`src/rtl/booth_mac_accumulator.sv`:
```
// Dot-product / MAC engine that sits behind the fixed-latency Booth multiplier.
// Issues a burst of operand pairs, tracks them through the multiplier pipeline and saturates the running sum.
module booth_mac_accumulator #(
  parameter int MUL_LAT = 2,
  parameter int ACC_W   = 40,
  parameter int LEN_W   = 8
) (
  input  logic             clk,
  input  logic             rst_n,
  input  logic             start,
  input  logic [LEN_W-1:0] len,
  input  logic             op_valid,
  output logic             op_ready,
  input  logic [31:0]      product,
  output logic [ACC_W-1:0] acc_out,
  output logic             acc_valid,
  output logic             busy,
  output logic             overflow
);

  typedef enum logic [1:0] {
    IDLE,
    ISSUE,
    DRAIN,
    DONE
  } state_t;

  localparam logic [LEN_W-1:0] ONE     = LEN_W'(1);
  localparam logic [ACC_W-1:0] ACC_MAX = {1'b0, {(ACC_W-1){1'b1}}};
  localparam logic [ACC_W-1:0] ACC_MIN = {1'b1, {(ACC_W-1){1'b0}}};

  state_t             state_q, state_d;
  logic [LEN_W-1:0]   len_q, len_d;
  logic [LEN_W-1:0]   issued_q, issued_d;
  logic [LEN_W-1:0]   received_q, received_d;
  logic [MUL_LAT-1:0] dly_q, dly_d;
  logic [ACC_W-1:0]   acc_q, acc_d;
  logic               ovf_q, ovf_d;

  logic               handshake;
  logic               tap_hit;
  logic               last_hit;
  logic [ACC_W:0]     sum;

  assign op_ready  = (state_q == ISSUE) && (issued_q < len_q);
  assign handshake = op_valid && op_ready;
  assign tap_hit   = dly_q[MUL_LAT-1] && ((state_q == ISSUE) || (state_q == DRAIN));
  assign last_hit  = tap_hit && ((received_q + ONE) == len_q);

  // One guard bit above the accumulator exposes overflow in either direction.
  assign sum = {acc_q[ACC_W-1], acc_q} + {{(ACC_W+1-32){product[31]}}, product};

  assign acc_out   = acc_q;
  assign overflow  = ovf_q;
  assign busy      = (state_q != IDLE);
  assign acc_valid = (state_q == DONE);

  always_comb begin
    state_d    = state_q;
    len_d      = len_q;
    issued_d   = issued_q;
    received_d = received_q;
    acc_d      = acc_q;
    ovf_d      = ovf_q;
    dly_d      = MUL_LAT'({dly_q, handshake});

    case (state_q)
      IDLE: begin
        if (start) begin
          len_d      = len;
          acc_d      = '0;
          ovf_d      = 1'b0;
          issued_d   = '0;
          received_d = '0;
          state_d    = (len == '0) ? DONE : ISSUE;
        end
      end
      ISSUE: begin
        if (handshake) begin
          issued_d = issued_q + ONE;
          if ((issued_q + ONE) == len_q) begin
            state_d = DRAIN;
          end
        end
      end
      DRAIN: begin
        state_d = state_q;
      end
      DONE: begin
        state_d = IDLE;
      end
      default: begin
        state_d = IDLE;
      end
    endcase

    // A product arriving on the tap overrides the issue transition so the final hit always lands in DONE.
    if (tap_hit) begin
      received_d = received_q + ONE;
      if (sum[ACC_W] != sum[ACC_W-1]) begin
        ovf_d = 1'b1;
        acc_d = sum[ACC_W] ? ACC_MIN : ACC_MAX;
      end else begin
        acc_d = sum[ACC_W-1:0];
      end
      if (last_hit) begin
        state_d = DONE;
      end
    end
  end

  always_ff @(posedge clk or negedge rst_n) begin
    if (!rst_n) begin
      state_q    <= IDLE;
      len_q      <= '0;
      issued_q   <= '0;
      received_q <= '0;
      dly_q      <= '0;
      acc_q      <= '0;
      ovf_q      <= 1'b0;
    end else begin
      state_q    <= state_d;
      len_q      <= len_d;
      issued_q   <= issued_d;
      received_q <= received_d;
      dly_q      <= dly_d;
      acc_q      <= acc_d;
      ovf_q      <= ovf_d;
    end
  end

endmodule

```
`config.mk`:
```
export PLATFORM = sky130hd
export DESIGN_NAME = booth_mac_accumulator
export DESIGN_NICKNAME = d
export VERILOG_FILES = /design/src/rtl/booth_mac_accumulator.sv
export SDC_FILE = /design/constraint.sdc
export NUM_CORES = 1
export LEC_CHECK = 0
export ABC_AREA = 1
export CAP_MARGIN = 30
export CORE_UTILIZATION = 31
export DETAILED_ROUTE_END_ITERATION = 8
export GPL_TIMING_DRIVEN = 0
export PLACE_DENSITY = 0.57
export SLEW_MARGIN = 30
export SYNTH_ARGS = -nofsm -noshare
export SYNTH_HDL_FRONTEND = slang
export SYNTH_SLANG_ARGS = --single-unit
```
`constraint.sdc`:
```
create_clock -name clk -period 2.1 [get_ports clk]
set_input_delay 0.21 -clock clk [delete_from_list [all_inputs] [get_ports clk]]
set_output_delay 0.21 -clock clk [all_outputs]
set_load 0.05 [all_outputs]
```
### Yosys cells after proc, flatten, opt, wreduce, memory -nomap -nowiden

Cells that the tools add are included.

| cells by class | value |
|---|---|
| $add $sub $neg | 3 |
| magnitude comparators | 1 |
| eq/ne operators | 8 |
| multiplexer cells | 21 |
| reduce and logical (&&, ||, !) cells | 14 |

Operators with widths:

| cell | count |
|---|---|
| $mux W40 | 5 |
| $add A40 B32 Y41 | 1 |
| $mux W8 | 4 |
| $add A8 B1 Y8 const B | 2 |
| $eq A8 B8 Y1 | 2 |
| $pmux W8 S2 | 1 |
| $mux W2 | 6 |
| $logic_not A8 Y1 | 1 |
| $lt A8 B8 Y1 | 1 |
| $pmux W2 S4 | 1 |
| $reduce_bool A2 Y1 | 4 |
| $eq A2 B2 Y1 const B | 2 |
| $logic_and A1 B1 Y1 | 4 |
| $mux W1 | 4 |
| $ne A2 B2 Y1 const B | 2 |
| $reduce_and A2 Y1 | 2 |
| $reduce_and A3 Y1 | 1 |
| $eq A2 B1 Y1 const B | 1 |
| $logic_not A2 Y1 | 1 |
| $logic_or A1 B1 Y1 | 1 |
| $ne A1 B1 Y1 | 1 |

| storage, ports and cells | value |
|---|---|
| register bits | 69 |
| output and inout bits | 44 |
| logic and storage cells | 54 |

### Longest topological paths before layout

| depth | value |
|---|---|
| depth in word-level cells | 7 |
| depth in mapped cells | 18 |

### Worst setup path after synthesis

Ideal clock, no wire load.

| timing | value |
|---|---|
| path kind | register to register |
| start point | register acc_q[0] (netlist: acc_out[0]) |
| end point | register acc_q[29] (netlist: acc_out[29]) |
| setup time | 66 ps |
| data arrival time | 2526 ps |
| path slack | -492 ps |
| stages on the path, launching flop included | 18 |
| clock period less this slack | 2592 ps |
| path through | dfrtp_1 -> ha_1 -> fa_1 -> nand2_1 -> nand2_1 -> nand3_1 -> nand2_1 -> nand2_1 -> nand3_2 -> nand2_2 -> nand2_1 -> nand2_1 -> nand2_2 -> a21oi_2 -> buf_6 -> buf_6 -> nand2_1 -> nand2_1 |

| between the ends | value |
|---|---|
| cells in the longest elaborated chain, start to end | 4 |

Ends and longest elaborated chain:

| item | line | text |
|---|---|---|
| start, declared | 37 | `logic [ACC_W-1:0] acc_q, acc_d;` |
| start signal, assigned | 119 | `acc_q <= '0;` |
| start signal, assigned | 127 | `acc_q <= acc_d;` |
| $add A40 B32 Y41 * | 51 | `assign sum = {acc_q[ACC_W-1], acc_q} + {{(ACC_W+1-32){product[31]}}, product};` |
| $mux W40 or $ne A1 B1 Y1 (tied branches) | 102, 100 |  |
| $mux W40 * | 100 | `if (sum[ACC_W] != sum[ACC_W-1]) begin` |
| $mux W40 * | 98 | `if (tap_hit) begin` |

Every way passes the cells marked *; elsewhere a longest branch is shown, timed or not.
A chain may end at the register's enable or synchronous reset.

### Final worst setup path

| timing | value |
|---|---|
| start point | register acc_q[38] (netlist: acc_out[38]) |
| end point | register acc_q[14] (netlist: acc_out[14]) |

The elaborated chain is that of the path after synthesis.

==> run_results.csv <==
group,metric,value,unit
status,status,"finished with violations",
status,failed_checks,"setup timing",
worst_setup_path,worstReg2RegEnd,"acc_out[14]$_DFFE_PN0P_",
logic_synthesis,netlist_instances,1008,
placed_design,placedCellCount,1366,
clock_network,worst_setup_hold_path_clk_slew,0.06,ns
logic_synthesis,ys_seq_area_share,26.8,%
timing,maxSlewHeadroom,61.3,%
drt,routedWlPerCell,14.8,µm
clock_network,clkSinkCount,69,
power_and_ir_drop,peakVddDrop,0.000578,V
job,cap_violations,0,
power_and_ir_drop,p_per_area,1610,mW/mm²
floorplan,rows,52,
logic_synthesis,synthArstFlopShare,100,%
logic_synthesis,synth_cell_type_count,35,
finish,num-nets-final,1241,
logic_synthesis,syn-cell-area,0.00643,mm²
clock_network,numCtsBuffers,9,
floorplan,num_io_pins,88,
timing,count_of_final_max_slew_check_failures,0,
timing,timing.final.ws_setup,-0.322,ns
logic_synthesis,synth_largest_area_cell,"dfrtp_1",
floorplan,die_h,146,µm
logic_synthesis,number_of_enable_flip_flop_cells_after_synthesis,0,
worst_setup_path,ff_to_ff_setup_slack,-0.32,ns
finish,antenna-diode-count,0,
drt,number_of_nets_with_antenna_violations_after_detailed_routing,0,
finish,finish.cell_count_without_fillers,1417,
grt,first_global_vias,6548,
finish,layout-drive-gt1-share,20.4,%
timing,hold_slack,0.311,ns
drt,detail_route.first_pass.iterations,5,
logic_synthesis,synth-main-ff-cell,"dfrtp_1",
worst_setup_path,crit_path_start_kind,"flip-flop",
drt,routed-via-count,6895,
hold_path,hold_path.class,"in2async",
clock_network,h-tree-depth,3,
drt,drt_via_density,4.87,
floorplan,core_region_area,0.0203,mm²
placed_design,finalWeightedCongestion,0.934,
grt,number_of_antenna_violations_at_the_first_check_in_global_routing,0,
timing,final-setup-viol-count,40,
timing,max_clock_freq,413,MHz
grt,global_route_wire_length_before_repair,33.0,mm
timing,post-route-min-period,2.42,ns
clock_network,tritoncts,"done",
worst_setup_path,critPathCaptureType,"flip-flop",
timing,final_min_period_over_clock_period,115,%
timing,finalClockSkew,0.00985,ns
finish,finish.instance_area,0.00929,mm²
floorplan,initial_utilization,31.7,%
placed_design,post-dp-hpwl,15.5,mm
finish,syn2layout_area_growth,44.3,%
clock_network,cts_root_buf,"clkbuf_16",
worst_setup_path,cp.required,2.39,ns
grt,globalRouteTotalUtil,19.4,%
drt,wl,21.0,mm
clock_network,clk_latency,0.35,ns
placed_design,port_buffers,87,
logic_synthesis,synth_commonest_cells,"374 x nand2_1, 113 x inv_1, 86 x nor2_1",
worst_setup_path,timing.critical_path.fanout_max,5,
logic_synthesis,yosys-top-cells-area,"dfrtp_1 27%, nand2_1 22%, ha_1 10%",
placed_design,placedInstanceArea,0.00772,mm²
timing,max_slew.worst_pin.slew,0.578,ns
finish,multi_input_area,0.00505,mm²
worst_setup_path,setup.worst_path.class,"reg2reg",
grt,pin_count_of_the_biggest_net_entering_global_routing,48,
logic_synthesis,synth_seq_cells,69,
grt,gr-total-overflow,0,
timing,unrepaired_setup_endpoints_after_global_routing,"yes",
finish,fillCellCount,2065,
logic_synthesis,synth.top_cell.area_share,26.8,%
floorplan,die_area,0.0213,mm²
logic_synthesis,ys_warn_count,0,
finish,ff_latch_area,0.00174,mm²
floorplan,fp.dieW,146,µm
clock_network,cts.path.max_buffers,2,
logic_synthesis,post_synth.cell_area_avg,6.38,µm²
drt,detailedRoute.firstIterationViolations,418,
worst_setup_path,worstRegToRegCells,13,
drt,drc,0,
logic_synthesis,synth_nets,1107,
timing,final_hold_viol_count,0,
power_and_ir_drop,power.static_leakage,4.43,nW
logic_synthesis,most_numerous_cell_in_the_yosys_netlist,"nand2_1",
worst_setup_path,crit_arrival,2.71,ns
worst_setup_path,reg2reg_from,"acc_out[38]$_DFFE_PN0P_",
[area by class of cell]
type	instances	share of cell area [%]
plain buffers	20	2.18
clock buffers	10	2.47
clock inverters	6	0.512
inverters	115	4.65
multi-input cells	804	54.4
flip-flops and latches	69	18.8
well taps	270	3.64
repair buffers	123	13.4
[what timing repair did]
item / in CTS / in global routing
endpoints found under the setup margin: 51 / 52
hold buffers: 1 / 0
buffers inserted: 12 / 17
pin swaps: 14 / 29
gates resized for setup: 127 / 85
hold endpoints to repair: 22 / 0
gates cloned: 1 / 4
[critical path, stage by stage, from the launching register on]
cell	delay [ns]
dfrtp_1	0.41
ha_1	0.34
a21oi_1	0.17
a21boi_0	0.23
nand2_1	0.12
a21oi_4	0.17
nand2_1	0.10
nand2_1	0.08
nand2_2	0.09
a21oi_4	0.19
buf_6	0.18
clkbuf_16	0.16
nand2_1	0.05
nand2_1	0.05
[through the flow]
stage	power, mW	utilization (%)	setup TNS, ns	setup slack (ns)
floorplan	8.71	-	-10.33	-0.274
global placement	11.2	37.9	-166.88	-2.02
detailed placement	11.2	38.1	-43.30	-0.985
CTS	14.0	43.0	-9.54	-0.258
global route	16.1	45.8	-17.54	-0.474
finish	15.0	45.8	-11.34	-0.322
[where the power goes]
part / internal (mW) / switching [mW] / total, mW
Combinational: 4.43 / 6.62 / 11.0
Sequential: 1.87 / 0.582 / 2.45
Clock: 0.809 / 0.678 / 1.49
Total: 7.10 / 7.88 / 15.0
[sequential cells by signal, indices dropped and copies added (netlist names)]
name        cells
acc_out        40
issued_q        8
state_q         2
dly_q           2
received_q      8
len_q           8
overflow        1
[worst max path at each step]
stage,cells past startpoint,start,slack (ns),endpoint
after floorplan,17,acc_out[0]$_DFFE_PN0P_,-0.27,acc_out[30]$_DFFE_PN0P_
after global placement,1,rst_n,-2.02,acc_out[30]$_DFFE_PN0P_
after detailed placement,14,product[31],-0.99,acc_out[6]$_DFFE_PN0P_
after CTS,17,acc_out[0]$_DFFE_PN0P_,-0.26,acc_out[6]$_DFFE_PN0P_
after global routing,13,acc_out[38]$_DFFE_PN0P_,-0.47,acc_out[17]$_DFFE_PN0P_
final,13,acc_out[38]$_DFFE_PN0P_,-0.32,acc_out[14]$_DFFE_PN0P_
[cell usage in the layout, fill, tap and decap left out, types with 10 or more instances in the layout]
master / instances
clkbuf_16: 12
o21ai_0: 28
buf_4: 29
ha_4: 36
xor2_1: 23
nand2_2: 38
nand3_1: 70
inv_1: 110
nand2_1: 332
a21oi_1: 33
a21oi_2: 20
ha_1: 14
xnor2_1: 19
dfrtp_2: 12
clkdlybuf4s50_1: 83
nand4_1: 15
nor2_2: 14
nand3b_1: 10
nor2_1: 68
dfrtp_1: 57
[routing by layer]
metal / vias up / routed length [µm] / GRT usage [%]
li1: 3510 / - / -
met1: 3167 / 10200 / 27.4
met2: 187 / 9340 / 29.9
met3: 31 / 978 / 3.13
met4: 0 / 455 / 6.61
met5: - / 0 / 0
[kinds of logic (layout without fill, tap and decap cells)]
| kind of cell | count (synthesis) | after routing | synth area share (%) |
|---|---|---|---|
| buffers and inverters | 135 | 274 | 8.32 |
| and+or+nand+nor | 582 | 582 | 37.4 |
| AOI/OAI and AO/OA | 125 | 125 | 10.9 |
| adders and majority gates | 55 | 55 | 10.8 |
| xor gates and xnor gates | 42 | 42 | 5.72 |
| DFF | 69 | 69 | 26.8 |
No activity file was read; power rests on OpenSTA's default activity.
